$ cat src/rtl/tcdm_bridge_resp_sched_if.sv
// Slave-response / fan-in-tree bundle of the response scheduler.
// The slave modport is the scheduler's view; master is the surrounding fabric.
interface tcdm_bridge_resp_sched_if #(
   parameter int N_SLAVE    = 16,
   parameter int DATA_WIDTH = 32,
   parameter int AUX_WIDTH  = 8
);
   logic [N_SLAVE-1:0]            slv_valid_i;
   logic [N_SLAVE*DATA_WIDTH-1:0] slv_rdata_i;
   logic [N_SLAVE-1:0]            slv_opc_i;
   logic [N_SLAVE*AUX_WIDTH-1:0]  slv_aux_i;
   logic [N_SLAVE-1:0]            slv_ready_o;
   logic [N_SLAVE-1:0]            tree_valid_o;
   logic [N_SLAVE*DATA_WIDTH-1:0] tree_rdata_o;
   logic [N_SLAVE-1:0]            tree_opc_o;
   logic [N_SLAVE*AUX_WIDTH-1:0]  tree_aux_o;
   logic                          mst_ready_i;
   logic                          busy_o;

   modport slave (
      input  slv_valid_i, slv_rdata_i, slv_opc_i, slv_aux_i, mst_ready_i,
      output slv_ready_o, tree_valid_o, tree_rdata_o, tree_opc_o, tree_aux_o, busy_o
   );

   modport master (
      output slv_valid_i, slv_rdata_i, slv_opc_i, slv_aux_i, mst_ready_i,
      input  slv_ready_o, tree_valid_o, tree_rdata_o, tree_opc_o, tree_aux_o, busy_o
   );
endinterface

$ cat src/rtl/tcdm_bridge_resp_sched.sv
// Per-slave single-entry hold registers granted one-hot, round-robin, into the fan-in tree.
// Capture-to-tree latency 1 cycle; a stalled master locks the grant until mst_ready_i.
module tcdm_bridge_resp_sched #(
   parameter int N_SLAVE    = 16,
   parameter int DATA_WIDTH = 32,
   parameter int AUX_WIDTH  = 8
) (
   input logic                    clk,
   input logic                    rst,
   tcdm_bridge_resp_sched_if.slave bus
);
   localparam int PW = (N_SLAVE > 1) ? $clog2(N_SLAVE) : 1;

   typedef enum logic {ARB, LOCK} state_t;

   state_t                        state_q;
   logic [N_SLAVE-1:0]            occ_q;
   logic [N_SLAVE*DATA_WIDTH-1:0] rdata_q;
   logic [N_SLAVE-1:0]            opc_q;
   logic [N_SLAVE*AUX_WIDTH-1:0]  aux_q;
   logic [PW-1:0]                 ptr_q;
   logic [PW-1:0]                 lock_idx_q;

   logic [PW-1:0]                 gnt_idx;
   logic [PW-1:0]                 ptr_nxt;
   logic                          gnt_any;
   logic                          hs;
   logic [N_SLAVE-1:0]            tree_valid;
   logic [N_SLAVE-1:0]            slv_ready;
   logic [N_SLAVE-1:0]            cap;

   // Scan from the far end back towards ptr_q so the slot nearest ptr_q wins.
   always_comb begin
      int j;
      j       = 0;
      gnt_any = 1'b0;
      gnt_idx = '0;
      if (state_q == LOCK) begin
         gnt_any = 1'b1;
         gnt_idx = lock_idx_q;
      end else begin
         for (int k = N_SLAVE - 1; k >= 0; k--) begin
            j = int'(ptr_q) + k;
            if (j >= N_SLAVE) j = j - N_SLAVE;
            if (occ_q[j]) begin
               gnt_any = 1'b1;
               gnt_idx = PW'(j);
            end
         end
      end
   end

   always_comb begin
      tree_valid = '0;
      if (!rst && gnt_any) tree_valid[gnt_idx] = 1'b1;
   end

   assign hs        = gnt_any & bus.mst_ready_i & ~rst;
   assign ptr_nxt   = (gnt_idx == PW'(N_SLAVE - 1)) ? '0 : gnt_idx + PW'(1);
   assign slv_ready = rst ? '0 : (~occ_q | (tree_valid & {N_SLAVE{bus.mst_ready_i}}));
   assign cap       = bus.slv_valid_i & slv_ready;

   always_ff @(posedge clk) begin
      if (rst) begin
         state_q    <= ARB;
         occ_q      <= '0;
         ptr_q      <= '0;
         lock_idx_q <= '0;
         rdata_q    <= '0;
         opc_q      <= '0;
         aux_q      <= '0;
      end else begin
         // A refill in the same cycle as the grant-clear keeps the slot occupied.
         for (int i = 0; i < N_SLAVE; i++) begin
            if (cap[i]) begin
               occ_q[i]                             <= 1'b1;
               rdata_q[i*DATA_WIDTH +: DATA_WIDTH]  <= bus.slv_rdata_i[i*DATA_WIDTH +: DATA_WIDTH];
               opc_q[i]                             <= bus.slv_opc_i[i];
               aux_q[i*AUX_WIDTH +: AUX_WIDTH]      <= bus.slv_aux_i[i*AUX_WIDTH +: AUX_WIDTH];
            end else if (hs && (gnt_idx == PW'(i))) begin
               occ_q[i] <= 1'b0;
            end
         end

         case (state_q)
            ARB: begin
               if (gnt_any) begin
                  if (bus.mst_ready_i) begin
                     ptr_q <= ptr_nxt;
                  end else begin
                     state_q    <= LOCK;
                     lock_idx_q <= gnt_idx;
                  end
               end
            end
            LOCK: begin
               if (bus.mst_ready_i) begin
                  ptr_q   <= ptr_nxt;
                  state_q <= ARB;
               end
            end
            default: state_q <= ARB;
         endcase
      end
   end

   assign bus.slv_ready_o  = slv_ready;
   assign bus.tree_valid_o = tree_valid;
   assign bus.tree_rdata_o = rdata_q;
   assign bus.tree_opc_o   = opc_q;
   assign bus.tree_aux_o   = aux_q;
   assign bus.busy_o       = |occ_q;
endmodule

$ cat src/flat_wrapper.sv
// flat-port wrapper written by rule: the top's interface ports become plain ports
module tcdm_bridge_resp_sched_flat 
#(
   parameter int N_SLAVE    = 16,
   parameter int DATA_WIDTH = 32,
   parameter int AUX_WIDTH  = 8
)
  (clk, rst, bus_slv_valid_i, bus_slv_rdata_i, bus_slv_opc_i, bus_slv_aux_i, bus_mst_ready_i, bus_slv_ready_o, bus_tree_valid_o, bus_tree_rdata_o, bus_tree_opc_o, bus_tree_aux_o, bus_busy_o);
  tcdm_bridge_resp_sched_if #(.N_SLAVE(N_SLAVE), .DATA_WIDTH(DATA_WIDTH), .AUX_WIDTH(AUX_WIDTH)) bus_i ();
  input logic clk;
  input logic rst;
  input wire logic [$bits(bus_i.slv_valid_i)-1:0] bus_slv_valid_i;
  input wire logic [$bits(bus_i.slv_rdata_i)-1:0] bus_slv_rdata_i;
  input wire logic [$bits(bus_i.slv_opc_i)-1:0] bus_slv_opc_i;
  input wire logic [$bits(bus_i.slv_aux_i)-1:0] bus_slv_aux_i;
  input wire logic [$bits(bus_i.mst_ready_i)-1:0] bus_mst_ready_i;
  output wire logic [$bits(bus_i.slv_ready_o)-1:0] bus_slv_ready_o;
  output wire logic [$bits(bus_i.tree_valid_o)-1:0] bus_tree_valid_o;
  output wire logic [$bits(bus_i.tree_rdata_o)-1:0] bus_tree_rdata_o;
  output wire logic [$bits(bus_i.tree_opc_o)-1:0] bus_tree_opc_o;
  output wire logic [$bits(bus_i.tree_aux_o)-1:0] bus_tree_aux_o;
  output wire logic [$bits(bus_i.busy_o)-1:0] bus_busy_o;
  assign bus_i.slv_valid_i = bus_slv_valid_i;
  assign bus_i.slv_rdata_i = bus_slv_rdata_i;
  assign bus_i.slv_opc_i = bus_slv_opc_i;
  assign bus_i.slv_aux_i = bus_slv_aux_i;
  assign bus_i.mst_ready_i = bus_mst_ready_i;
  assign bus_slv_ready_o = bus_i.slv_ready_o;
  assign bus_tree_valid_o = bus_i.tree_valid_o;
  assign bus_tree_rdata_o = bus_i.tree_rdata_o;
  assign bus_tree_opc_o = bus_i.tree_opc_o;
  assign bus_tree_aux_o = bus_i.tree_aux_o;
  assign bus_busy_o = bus_i.busy_o;
  tcdm_bridge_resp_sched #(.N_SLAVE(N_SLAVE), .DATA_WIDTH(DATA_WIDTH), .AUX_WIDTH(AUX_WIDTH)) u_core (.clk(clk), .rst(rst), .bus(bus_i));
endmodule
$ cat config.mk
export PLATFORM = sky130hd
export DESIGN_NAME = tcdm_bridge_resp_sched_flat
export DESIGN_NICKNAME = d
export VERILOG_FILES = /design/src/rtl/tcdm_bridge_resp_sched_if.sv /design/src/rtl/tcdm_bridge_resp_sched.sv /design/src/flat_wrapper.sv
export SDC_FILE = /design/constraint.sdc
export NUM_CORES = 1
export LEC_CHECK = 0
export CAP_MARGIN = 40
export CORE_AREA = 2 2 528 530
export CTS_BUF_LIST = sky130_fd_sc_hd__clkbuf_4 sky130_fd_sc_hd__clkbuf_8 sky130_fd_sc_hd__clkbuf_16
export DETAILED_ROUTE_END_ITERATION = 8
export DIE_AREA = 0 0 530 532
export PLACE_DENSITY = 0.33
export RECOVER_POWER = 25
export REMOVE_ABC_BUFFERS = 1
export SYNTH_ARGS = -nofsm -noshare
export SYNTH_HDL_FRONTEND = slang
export SYNTH_SLANG_ARGS = --single-unit
$ cat constraint.sdc
create_clock -name clk -period 8.6 [get_ports clk]
set_input_delay 2.58 -clock clk [delete_from_list [all_inputs] [get_ports clk]]
set_output_delay 2.58 -clock clk [all_outputs]
set_load 0.05 [all_outputs]
==> flow_metrics.tcl <==
set metrics [dict create \
    outcome "finished, final reports clean" \
    drc 0 \
    power_frac_clock 0.335 \
    path_cells "clkinv_1, buf_4, ha_4, mux4_2, mux4_2, nand3b_1, a2bb2oi_1, o21bai_1, o31a_1, a21o_1, inv_1, ha_1, nand3_1, buf_4, o31ai_4, nor2b_1, buf_12" \
    htreeDepth 3 \
    skew_ps 53.36 \
    nFillCells 30532 \
    placedInstanceArea_sq_um 42700 \
    dieArea_sq_um 282000 \
    cts_inserted_buffers 100 \
    synthArstFlopShare 0 \
    swShare 0.3968 \
    drt_wl_total_microns 183400 \
    antenna_found_initial 66 \
    ys_seq_elements 681 \
    hold_class "flop to flop" \
    first_iter_violations 1122 \
    die_h_microns 532 \
    rsz0062_at_grt "no" \
    area_growth_pct 93.03 \
    slowest_delay_ps 640 \
    slew_headroom 0.08355 \
    cp_slowest_cell "mux4_2" \
    r2r_setup_slack_ps 3070 \
    firstDrtPassIters 5 \
    fin_util 0.1671 \
    comb_power_share 0.383 \
    min_period_over_period 0.9617 \
    grt_overflow 0 \
    clock_path_buffers 4 \
    period_needed_ps 8271 \
    ys_types 78 \
    start_util 0.08656 \
    internal-power_uw 7710 \
    grtUsageTotal 0.1237 \
    layout_commonest_cell "clkdlybuf4s50_1" \
    root_buffer "clkbuf_16" \
    grt_pass1_vias 23726 \
    finalSetupTns_ps 0 \
    tightest_slew_ps 1381 \
    multi_input_area_sq_um 9559 \
    p_leak_uw 0.01753 \
    vias 23240 \
    cp_data_arrival_time_ps 5690 \
    switchingPower_uw 5071 \
    io_buffers 1363 \
    grt_max_degree 42 \
    clkTransAtPathRegs_ps 70 \
    start_kind "flop" \
    finalHoldViolations 0 \
    cts_tree "built" \
    vias_per_cell 3.254 \
    place_hpwl_microns 149300 \
    syn_inst 1963 \
    cp_max_fo 17 \
    ioPinCount 1364 \
    die_w_microns 530 \
    critical_path_buf_inv_count 5 \
    grt_pass1_wl_microns 237300 \
    fmax_mhz 120.9 \
    core_sq_um 275800 \
    cpLargestDelayFamily "multiplexers" \
    netlist_area_sq_um 23870 \
    clkSinkCount 681 \
    syn_avg_cell_area_sq_um 12.16 \
    rows 193 \
    synth_warnings 0 \
    worstSkewPairLatency_ps 830 \
    mostFrequentLayoutCells "1005 x clkdlybuf4s50_1, 680 x dfxtp_1, 658 x a22o_1" \
    synth-edff-count 0 \
    cp-end-kind "output pin" \
    power_frac_seq 0.282 \
    ir_drop_uv 167.6 \
    wl_per_cell_microns 25.69 \
    layout-drive-gt1-share 0.1082 \
    ff_latch_area_sq_um 13630 \
    gp_congestion 0.8853 \
    cellPowerDensity_nw_per_um2 277.4 \
    crit_required_ps 6020 \
    maxSlewViolCount 0 \
    critical_path_class "flop to output pin" \
    layout.nets 4035 \
    yosysSeqAreaShare 0.5711 \
    ys.flop_type "dfxtp_1" \
    setup_violations 0 \
    cap_violations 0 \
    final_area_sq_um 46080 \
    antenna_left 0 \
]
-- layout make-up --
type / count / area share
Timing Repair Buffer: 1445 / 0.3214
Sequential cell: 681 / 0.2959
Multi-Input combinational cell: 1099 / 0.2075
Tap cell: 3705 / 0.1006
Clock buffer: 133 / 0.06172
Clock inverter: 39 / 0.01010
Inverter: 22 / 0.001792
Antenna cell: 18 / 0.0009776
-- power groups by stage --
| stage | combinational [uW] | clock (uW) | sequential, uW |
|---|---|---|---|
| 6_report | 4900 | 4280 | 3600 |
| 4_1_cts | 4970 | 4470 | 3610 |
| 3_3_place_gp | 4870 | 0 | 3680 |
| 5_1_grt | 5170 | 4560 | 3640 |
| 3_5_place_dp | 4920 | 0 | 3680 |
| 2_1_floorplan | 1840 | 0 | 4470 |
-- logic make-up after synthesis --
| kind of cell | share of synthesized area |
|---|---|
| compound gates | 0.2965 |
| xor+xnor | 0.006500 |
| buf+inv | 0.04293 |
| mux | 0.03307 |
| fa+ha+maj | 0.005766 |
| flops | 0.5711 |
| simple gates | 0.04408 |
-- what timing repair did --
item,in CTS,in global routing
hold buffers,0,0
setup endpoints to repair,17,12
pin swaps,1,1
gates resized for setup,6,17
buffers inserted,2,0
-- final timing paths --
check,start,to,cells after the start
worst max-delay path,u_core.ptr_q[0]$_SDFFE_PP0P_,bus_slv_ready_o[1],17
worst min-delay path,u_core.bus.tree_rdata_o[188]$_SDFFE_PP0P_,u_core.bus.tree_rdata_o[188]$_SDFFE_PP0P_,1
worst max register to register,u_core.ptr_q[0]$_SDFFE_PP0P_,u_core.bus.tree_rdata_o[141]$_SDFFE_PP0P_,18
worst min register to register,u_core.bus.tree_rdata_o[188]$_SDFFE_PP0P_,u_core.bus.tree_rdata_o[188]$_SDFFE_PP0P_,1
-- Yosys cell counts (4+ instances only) --
library cell  count  area [sq um]
o22ai_1           9         56.30
and2_1            8         50.05
a2111oi_0         9         78.83
o31ai_1          11         82.58
inv_1            20         75.07
mux2i_1          35         350.3
o21ai_0          17         85.08
ha_1             11         137.6
nor3b_2          10         125.1
buf_6            27         304.0
a21o_1            4         30.03
nor2b_1          20         125.1
nand2_1          32         120.1
a21boi_0          5         37.54
clkbuf_1         30         112.6
mux4_2           14         315.3
buf_2            99         495.5
mux2_2           10         112.6
nor2_1           71         266.5
nand2b_1          4         25.02
a22oi_1           6         45.04
nor3_1            4         20.02
a21oi_1          39         195.2
nand3_1          15         75.07
o31ai_4           6         127.6
nor3b_4           6         112.6
a22o_1          658          5763
o31a_1           10         87.58
dfxtp_1         681         13630
xnor2_1          12         105.1
-- worst register-to-register path: stages, from the launching register on --
cell       delay [ps]
dfxtp_1           330
clkinv_1           60
buf_4             180
ha_4              420
mux4_2            610
mux2i_2           340
mux2_2            310
nor2b_1           150
o21ai_0           110
a2111oi_1         440
o31a_1            250
a21o_1            240
ha_1              200
nand3_1            70
buf_4             240
o31a_1            310
nor3b_4           460
buf_4             480
a22o_1            260
-- routing by layer --
metal  part of all wire  routed length (microns)  vias up  global-route usage
met5             0.0021                      391        -                   0
met4              0.039                     7225       58             0.04329
met3               0.11                    19430      259             0.05534
met2               0.46                    83490     1212              0.2022
met1               0.40                    72900    11253              0.1415
li1                   -                        -    10458                   -
-- sequential cells by signal, summed over array words and instances, names as in the netlist --
| signal | cells |
|---|---|
| u_core.occ_q | 16 |
| u_core.bus.tree_aux_o | 128 |
| u_core.ptr_q | 4 |
| u_core.bus.tree_rdata_o | 512 |
| u_core.state_q | 1 |
| u_core.lock_idx_q | 4 |
| u_core.bus.tree_opc_o | 16 |
-- per-stage QoR --
step / cells / setup slack (ps) / power, uW / hold slack [ps]
after floorplan: 1802 / 85.58 / 6309 / 443.2
final: 7142 / 329.3 / 12780 / 466.8
after detailed placement: 6948 / 570.6 / 8599 / 462.6
after global placement: 6921 / 589.0 / 8544 / 459.6
after global routing: 7127 / 13.90 / 13360 / 485.1
after CTS: 7122 / 62.19 / 13050 / 479.6
Note: power is estimated with default switching activity, not from simulation.
